==> config.mk <==
export PLATFORM = sky130hd
export DESIGN_NAME = acumulador_somas
export DESIGN_NICKNAME = d
export VERILOG_FILES = /design/src/rtl/acumulador_somas_pkg.sv /design/src/rtl/acumulador_somas_registrador_sinc.sv /design/src/rtl/acumulador_somas.sv
export SDC_FILE = /design/constraint.sdc
export NUM_CORES = 1
export LEC_CHECK = 0
export CORE_MARGIN = 2
export CORE_UTILIZATION = 30
export DETAILED_ROUTE_END_ITERATION = 8
export PLACE_DENSITY = 0.5
export SLEW_MARGIN = 20
export SYNTH_ARGS = -nofsm -noshare
export SYNTH_HDL_FRONTEND = slang
export SYNTH_SLANG_ARGS = --single-unit
==> constraint.sdc <==
create_clock -name CLK -period 3 [get_ports CLK]
set_clock_uncertainty 0.15 [all_clocks]
set_input_delay 0.9 -clock CLK [delete_from_list [all_inputs] [get_ports CLK]]
set_output_delay 0.9 -clock CLK [all_outputs]
set_load 0.005 [all_outputs]
==> src/rtl/acumulador_somas_pkg.sv <==
// Shared definitions for the adder-result accumulator: state encoding and default widths.
package acumulador_somas_pkg;

  localparam int unsigned LARG_ACC_PADRAO   = 32'd6;
  localparam int unsigned LARG_CONT_PADRAO  = 32'd3;
  localparam int unsigned N_AMOSTRAS_PADRAO = 32'd4;
  localparam int unsigned LARG_SOMA         = 32'd5;

  typedef enum logic [1:0] {
    OCIOSO     = 2'd0,
    ACUMULANDO = 2'd1,
    CONCLUIDO  = 2'd2
  } estado_t;

endpackage

==> src/rtl/acumulador_somas_registrador_sinc.sv <==
// Generic register with synchronous active-high clear (priority) and load enable.
module registrador_sinc #(
  parameter int unsigned LARG = 32'd8
) (
  input  logic            clk,
  input  logic            limpa,
  input  logic            carga,
  input  logic [LARG-1:0] d,
  output logic [LARG-1:0] q
);

  logic [LARG-1:0] q_r;

  // Storage: clear wins over load; otherwise hold.
  always_ff @(posedge clk) begin
    if (limpa) begin
      q_r <= '0;
    end else if (carga) begin
      q_r <= d;
    end else begin
      q_r <= q_r;
    end
  end

  assign q = q_r;

endmodule

==> src/rtl/acumulador_somas.sv <==
// Accumulates N_AMOSTRAS adder results behind a valid/ready handshake, with sticky
// overflow and a held final total until LIMPA acknowledges the batch.
module acumulador_somas
  import acumulador_somas_pkg::*;
#(
  parameter int unsigned LARG_ACC   = LARG_ACC_PADRAO,
  parameter int unsigned N_AMOSTRAS = N_AMOSTRAS_PADRAO,
  parameter int unsigned LARG_CONT  = LARG_CONT_PADRAO
) (
  input  logic                 CLK,
  input  logic                 RST,
  input  logic [4:0]           SOMA,
  input  logic                 VALIDO,
  output logic                 PRONTO,
  input  logic                 LIMPA,
  output logic [LARG_ACC-1:0]  ACC,
  output logic [LARG_CONT-1:0] CONT,
  output logic                 OVF,
  output logic                 FIM
);

  localparam logic [LARG_CONT-1:0] CONT_FINAL = LARG_CONT'(N_AMOSTRAS);
  localparam logic [LARG_CONT-1:0] CONT_UM    = LARG_CONT'(32'd1);

  estado_t              estado_r;
  logic                 pronto_r;
  logic                 fim_r;
  logic                 ovf_r;
  logic [LARG_ACC-1:0]  acc_q_s;
  logic [LARG_CONT-1:0] cont_q_s;
  logic [LARG_ACC-1:0]  acc_d_s;
  logic [LARG_CONT-1:0] cont_d_s;
  logic [LARG_ACC:0]    soma_total_s;
  logic                 estado_ok_s;
  logic                 aceita_s;
  logic                 limpa_regs_s;

  // Handshake qualification: LIMPA drops a sample presented in the same cycle.
  always_comb begin
    estado_ok_s  = (estado_r == OCIOSO) || (estado_r == ACUMULANDO);
    aceita_s     = VALIDO && pronto_r && !LIMPA && estado_ok_s;
    limpa_regs_s = RST || LIMPA || !(estado_ok_s || (estado_r == CONCLUIDO));
  end

  // Next datapath values; the extra top bit of the sum is the overflow carry.
  always_comb begin
    soma_total_s = {1'b0, acc_q_s} + (LARG_ACC + 1)'(SOMA);
    acc_d_s      = acc_q_s;
    cont_d_s     = cont_q_s;
    case (estado_r)
      OCIOSO: begin
        acc_d_s  = LARG_ACC'(SOMA);
        cont_d_s = CONT_UM;
      end
      ACUMULANDO: begin
        acc_d_s  = soma_total_s[LARG_ACC-1:0];
        cont_d_s = cont_q_s + CONT_UM;
      end
      default: begin
        acc_d_s  = acc_q_s;
        cont_d_s = cont_q_s;
      end
    endcase
  end

  registrador_sinc #(.LARG(LARG_ACC)) u_reg_acc (
    .clk   (CLK),
    .limpa (limpa_regs_s),
    .carga (aceita_s),
    .d     (acc_d_s),
    .q     (acc_q_s)
  );

  registrador_sinc #(.LARG(LARG_CONT)) u_reg_cont (
    .clk   (CLK),
    .limpa (limpa_regs_s),
    .carga (aceita_s),
    .d     (cont_d_s),
    .q     (cont_q_s)
  );

  // Control FSM with registered Moore outputs PRONTO/FIM and the sticky OVF flag.
  always_ff @(posedge CLK) begin
    if (RST || LIMPA) begin
      estado_r <= OCIOSO;
      pronto_r <= 1'b1;
      fim_r    <= 1'b0;
      ovf_r    <= 1'b0;
    end else begin
      case (estado_r)
        OCIOSO: begin
          if (aceita_s) begin
            ovf_r <= 1'b0;
            if (cont_d_s == CONT_FINAL) begin
              estado_r <= CONCLUIDO;
              pronto_r <= 1'b0;
              fim_r    <= 1'b1;
            end else begin
              estado_r <= ACUMULANDO;
              pronto_r <= 1'b1;
              fim_r    <= 1'b0;
            end
          end else begin
            estado_r <= OCIOSO;
            pronto_r <= 1'b1;
            fim_r    <= 1'b0;
          end
        end
        ACUMULANDO: begin
          if (aceita_s) begin
            ovf_r <= ovf_r | soma_total_s[LARG_ACC];
            if (cont_d_s == CONT_FINAL) begin
              estado_r <= CONCLUIDO;
              pronto_r <= 1'b0;
              fim_r    <= 1'b1;
            end else begin
              estado_r <= ACUMULANDO;
              pronto_r <= 1'b1;
              fim_r    <= 1'b0;
            end
          end else begin
            estado_r <= ACUMULANDO;
            pronto_r <= 1'b1;
            fim_r    <= 1'b0;
          end
        end
        CONCLUIDO: begin
          estado_r <= CONCLUIDO;
          pronto_r <= 1'b0;
          fim_r    <= 1'b1;
        end
        default: begin
          estado_r <= OCIOSO;
          pronto_r <= 1'b1;
          fim_r    <= 1'b0;
          ovf_r    <= 1'b0;
        end
      endcase
    end
  end

  assign PRONTO = pronto_r;
  assign FIM    = fim_r;
  assign OVF    = ovf_r;
  assign ACC    = acc_q_s;
  assign CONT   = cont_q_s;

endmodule

==> results.py, run 1 <==
metrics = {
    "setup_path": {
        "worst_ep_required_time_ns": 3.03,
        "max_stage_delay_ns": 0.42,
        "worst_r2r_endpoint": "u_reg_acc.q[4]",
        "critical_path.slowest_cell": "clkdlybuf4s50_1",
        "timing_worst_setup_path_type": "input port to flip-flop",
        "timing.reg2reg.setup_slack_ns": 1.06,
        "rr_worst_depth": 6,
        "cp-startpoint": "SOMA[0]",
        "cp_data_arrival_time_ns": 2.71,
        "timing.critical_path.cells": "clkdlybuf4s50_1 -> ha_1 -> fa_1 -> a21o_1 -> a21oi_1 -> nor3_1 -> o31a_1",
        "crit_path_end": "u_reg_acc.q[4]",
        "worstSetupStartpointType": "input port",
        "kind_of_capture_point_of_the_worst_setup_path": "flip-flop",
        "path_max_fanout": 3,
        "r2r_start": "u_reg_acc.q[0]",
    },
    "die": {
        "fp.dieArea_um2": 3000,
        "die_h_um": 54.77,
        "chipWidth_um": 54.77,
        "boundaryPins": 21,
        "placementRows": 18,
        "floorplan.initialDensity_pct": 31.50,
        "core-area_um2": 2455,
    },
    "cells_and_area": {
        "flow.area_growth_from_synthesis_pct": 34.79,
        "final_area_um2": 1042,
        "drive_gt1_share_pct": 6.306,
        "antennaDiodeCount": 0,
        "final_cell_count_without_fillers": 141,
        "nNetsFinal": 128,
    },
    "route": {
        "drt_drc_violations_left": 0,
        "drt_wl_total_um": 1895,
        "drtPass1Iterations": 4,
        "drt.antenna.violating_nets": 0,
        "vias": 737,
        "avgRoutedWirePerCell_um": 13.44,
        "viasPerCell": 5.227,
        "number_of_drc_violations_after_detailed_routing_iteration_0": 14,
    },
    "yosys": {
        "yosysTopAreaCell": "dfxtp_1",
        "yosysTopAreaCellShare_pct": 33.66,
        "postSynthRegisterBits": 13,
        "synth_enable_flop_cells": 0,
        "synthArstFlopShare_pct": 0,
        "synth_seq_area_share_pct": 33.66,
        "post_synth_instance_area_um2": 773.2,
        "syn-mean-instance-area_um2": 8.888,
        "synth_area_leaders": "dfxtp_1 34%, ha_1 9.7%, nor2_1 4.9%",
        "synth_commonest_cells": "13 x dfxtp_1, 10 x nor2_1, 6 x ha_1, 6 x nand2_1",
        "ys_dominant_reg_cell": "dfxtp_1",
        "yosys_warnings": 0,
        "synthCells": 87,
        "mappedNetlistNets": 103,
        "yosys.cell_types.count": 35,
        "post-synth-top-count-cell": "dfxtp_1",
    },
    "outcome": {
        "run_status": "complete, no violations",
    },
    "sta": {
        "final.setup.tns_ns": 0,
        "post-route-period-util_pct": 89.36,
        "finalMaxSlewViolations": 0,
        "finalCriticalPeriod_ns": 2.681,
        "tightestPinTransition_ns": 0.3682,
        "hold_violations": 0,
        "worst_slew_margin_relative_to_its_limit_pct": 75.31,
        "setup_viol_count_final": 0,
        "unrepaired_setup_endpoints_after_global_routing": "no",
        "fmax_ghz": 0.3730,
    },
    "global_routing": {
        "largest_net_degree_at_the_start_of_global_routing": 9,
        "antenna_found_initial": 0,
        "grt_pass1_wl_um": 3132,
        "grt_pass1_vias": 708,
        "gr-total-overflow": 0,
        "grt_use_total_pct": 14.95,
    },
    "clocking": {
        "clk-insertion-delay-late_ns": 0.28,
        "resized_after_cts": 0,
        "postCtsSetupRepairBufs": 0,
        "clk_root_buffer_cell": "clkbuf_4",
        "cts_made_buffers": 3,
        "cts.sink_count": 13,
        "clk_pin_slew_ns": 0.09,
        "cts_tree": "yes",
        "cts-hold-fix-buffers": 0,
        "ctsHtreeMaxLevel": 1,
        "clock_tree.buffer_depth": 2,
    },
    "placement": {
        "place_inst": 137,
        "dp_hpwl_um": 1419,
        "number_of_buffer_cells_added_on_primary_ports": 20,
        "globalplace.congestion": 0.7428,
        "dpl-instance-area_um2": 1016,
    },
    "power_and_ir_drop": {
        "leakagePower_nw": 0.4373,
        "power-per-cell-area_nw_per_um2": 337.4,
        "ir_drop_mv": 0.1860,
    },
    "run": {
        "max-cap-violations": 0,
    },
    "hold_path": {
        "worst_hold_path_type": "flip-flop to flip-flop",
    },
}
through the flow:
step	power (mW)	hold slack (ns)	util [%]	worst slack (ns)
final	0.3517	0.3321	42.46	0.3192
after global routing	0.3755	0.3486	42.46	0.1594
after CTS	0.3596	0.3342	42.46	0.3171
after detailed placement	0.2415	0.3206	41.39	0.01006
after global placement	0.2411	0.3181	41.39	0.04620
after floorplan	0.2142	0.3145	-	0.5566
worst min-delay path by stage:
stage | startpoint | end | cells after the start
after global routing | u_reg_acc.q[2] | u_reg_acc.q[2] | 2
after CTS | u_reg_acc.q[2] | u_reg_acc.q[2] | 2
after detailed placement | u_reg_acc.q[2] | u_reg_acc.q[2] | 2
final | u_reg_acc.q[2] | u_reg_acc.q[2] | 2
after global placement | u_reg_acc.q[2] | u_reg_acc.q[2] | 2
after floorplan | u_reg_acc.q[2] | u_reg_acc.q[2] | 2
cell families after synthesis:
kind of cell | synth area share [%]
DFF | 33.66
and+or+nand+nor | 21.04
AOI/OAI and AO/OA | 24.92
buffers and inverters | 3.237
xor gates and xnor gates | 2.266
muxes | 2.589
adders and majority gates | 12.30
sequential cells by signal (all words and copies together) (netlist names):
name,count
FIM,1
estado_r,1
u_reg_acc.q,6
u_reg_cont.q,3
OVF,1
PRONTO,1
where the power goes:
part	internal, mW	switching, mW
clock	0.0516	0.0627
sequential	0.176	0.00335
combinational	0.0313	0.0273
critical path: cells and delay by family:
kind	cells	cell delay, ns
and+or+nand+nor	1	0.07
AOI/OAI and AO/OA	3	0.69
buffers and inverters	1	0.42
adders and majority gates	2	0.62
cells in the final DEF (no fill, tap or decap), types with 3 or more instances in the layout:
cell type / Yosys / layout
a211oi_1: 4 / 4
a21o_1: 4 / 4
a21oi_1: 4 / 4
buf_4: 1 / 3
clkbuf_4: 0 / 3
clkdlybuf4s50_1: 0 / 20
dfxtp_1: 13 / 13
ha_1: 6 / 6
nand2_1: 6 / 6
nand2b_1: 3 / 3
nor2_1: 10 / 10
nor3_1: 3 / 3
o21ai_0: 3 / 3
layout make-up:
class / instances / area (µm²)
Timing Repair Buffer: 23 / 222.7
Multi-Input combinational cell: 69 / 488.0
Sequential cell: 13 / 260.3
Fill cell: 257 / 1413
Inverter: 2 / 7.507
Tap cell: 30 / 37.54
Clock buffer: 4 / 26.28
per-layer routing:
metal	global-route usage, %	wire length [µm]
met2	23.61	822
met4	2.917	0
met1	19.24	964
met5	0	0
met3	5.738	109
(Power assumes the default switching activity.)
==> run 2: changes to the inputs <==
==> constraint.sdc (replaced) <==
create_clock -name CLK -period 3 [get_ports CLK]
set_clock_uncertainty 0.15 [all_clocks]
set_input_delay 0.6 -clock CLK [delete_from_list [all_inputs] [get_ports CLK]]
set_output_delay 0.6 -clock CLK [all_outputs]
set_load 0.005 [all_outputs]
==> results.py, run 2 (synthesis gave the netlist of run 1 again) <==
metrics = {
    "outcome": {
        "run_status": "complete, no violations",
    },
    "sta": {
        "final.setup.tns_ns": 0,
        "finalCriticalPeriod_ns": 2.426,
        "fmax_ghz": 0.4121,
        "post-route-period-util_pct": 80.88,
        "worst_slew_margin_relative_to_its_limit_pct": 74.85,
        "setup_viol_count_final": 0,
        "unrepaired_setup_endpoints_after_global_routing": "no",
        "hold_violations": 0,
        "finalMaxSlewViolations": 0,
        "tightestPinTransition_ns": 0.3751,
    },
    "clocking": {
        "clk-insertion-delay-late_ns": 0.27,
        "clock_tree.buffer_depth": 2,
        "cts_made_buffers": 3,
        "cts_tree": "yes",
        "clk_pin_slew_ns": 0.09,
        "postCtsSetupRepairBufs": 0,
        "cts.sink_count": 13,
        "ctsHtreeMaxLevel": 1,
        "cts-hold-fix-buffers": 0,
        "resized_after_cts": 0,
        "clk_root_buffer_cell": "clkbuf_4",
    },
    "power_and_ir_drop": {
        "ir_drop_mv": 0.2259,
        "power-per-cell-area_nw_per_um2": 338.6,
        "finalPower_mw": 0.3478,
        "leakagePower_nw": 0.4274,
    },
    "global_routing": {
        "gr-total-overflow": 0,
        "antenna_found_initial": 0,
        "grt_pass1_wl_um": 2918,
        "grt_pass1_vias": 621,
        "largest_net_degree_at_the_start_of_global_routing": 10,
        "grt_use_total_pct": 13.90,
    },
    "cells_and_area": {
        "mostFrequentLayoutCell": "clkdlybuf4s50_1",
        "layout.core_utilization_pct": 41.85,
        "flip_flop_count_of_the_largest_register_after_layout": 6,
        "drive_gt1_share_pct": 4.587,
        "flow.area_growth_from_synthesis_pct": 32.85,
        "layout_common_cells": "20 x clkdlybuf4s50_1, 13 x dfxtp_1, 10 x nor2_1",
        "nNetsFinal": 126,
        "antennaDiodeCount": 0,
    },
    "route": {
        "number_of_drc_violations_after_detailed_routing_iteration_0": 3,
        "drt.antenna.violating_nets": 0,
        "vias": 705,
        "drt_drc_violations_left": 0,
        "avgRoutedWirePerCell_um": 13.14,
        "viasPerCell": 5.072,
        "drt_wl_total_um": 1826,
        "drtPass1Iterations": 4,
    },
    "die": {
        "die_h_um": 54.77,
        "chipWidth_um": 54.77,
        "core-area_um2": 2455,
        "boundaryPins": 21,
        "floorplan.initialDensity_pct": 31.50,
        "fp.dieArea_um2": 3000,
        "placementRows": 18,
    },
    "setup_path": {
        "timing_worst_setup_path_type": "input port to flip-flop",
        "worst_ep_required_time_ns": 3.02,
        "kind_of_capture_point_of_the_worst_setup_path": "flip-flop",
        "path_max_fanout": 3,
        "cp_data_arrival_time_ns": 2.45,
        "worstSetupStartpointType": "input port",
    },
    "run": {
        "max-cap-violations": 0,
    },
    "hold_path": {
        "worst_hold_path_type": "flip-flop to flip-flop",
    },
    "placement": {
        "dp_hpwl_um": 1378,
        "number_of_buffer_cells_added_on_primary_ports": 20,
        "globalplace.congestion": 0.7670,
    },
}
==> run 2: through the flow <==
stage / instances / worst slack, ns / hold WS [ns] / instance area (µm²)
finish: 139 / 0.5736 / 0.3309 / 1027
detailed placement: 135 / 0.2838 / 0.3243 / 1001
floorplan: 87 / 0.8566 / 0.3145 / 773.2
global placement: 135 / 0.3244 / 0.3170 / 1001
CTS: 139 / 0.5876 / 0.3365 / 1027
global route: 139 / 0.4850 / 0.3481 / 1027
==> run 2: final timing paths <==
check	from	to	slack (ns)	cells after the start
setup / recovery	SOMA[0]	u_reg_acc.q[4]	0.57	7
hold / removal	u_reg_acc.q[2]	u_reg_acc.q[2]	0.33	2
setup reg to reg	u_reg_acc.q[0]	u_reg_acc.q[4]	1.02	6
hold reg to reg	u_reg_acc.q[2]	u_reg_acc.q[2]	0.33	2
==> run 2: power by group <==
group	total, mW	switching [mW]	internal (mW)	leakage (nW)
clock	0.112	0.0609	0.0515	0.0150
combinational	0.0564	0.0264	0.0300	0.307
sequential	0.179	0.00345	0.176	0.105
==> run 2: layer usage <==
layer	vias up	track usage, %	wire (µm)
met5	-	0	0
met4	0	6.250	14
met3	2	2.459	73
met2	14	19.64	766
met1	317	20.20	971
li1	372	-	-
==> run 2: final cells by class <==
type                            instances  area [µm²]
Timing Repair Buffer                   21       207.7
Sequential cell                        13       260.3
Tap cell                               30       37.54
Clock buffer                            4       26.28
Inverter                                2       7.507
Fill cell                             264        1428
Multi-Input combinational cell         69       488.0
==> run 2: critical path: stages <==
cell and delay [ns]:
clkdlybuf4s50_1 0.42, ha_1 0.23, fa_1 0.41, a21o_1 0.18, a21oi_1 0.24, nor3_1 0.07, o31a_1 0.30
==> run 3: changes to the inputs <==
==> constraint.sdc (replaced) <==
create_clock -name CLK -period 2.5 [get_ports CLK]
set_clock_uncertainty 0.15 [all_clocks]
set_input_delay 0.5 -clock CLK [delete_from_list [all_inputs] [get_ports CLK]]
set_output_delay 0.5 -clock CLK [all_outputs]
set_load 0.005 [all_outputs]
==> results of run 3 <==
Same layout as run 1 (identical final DEF). Status: complete, no violations.
Main changes from that run: final weighted congestion in routability-driven placement 0.7428 -> 0.7427; setup slack after placement 0.01006 ns -> -0.08994 ns; setup slack after layout 0.3192 ns -> 0.2192 ns; register-to-register setup slack 1.06 ns -> 0.56 ns; total power 0.3517 mW -> 0.4220 mW; worst IR drop on VDD 0.1860 mV -> 0.2232 mV
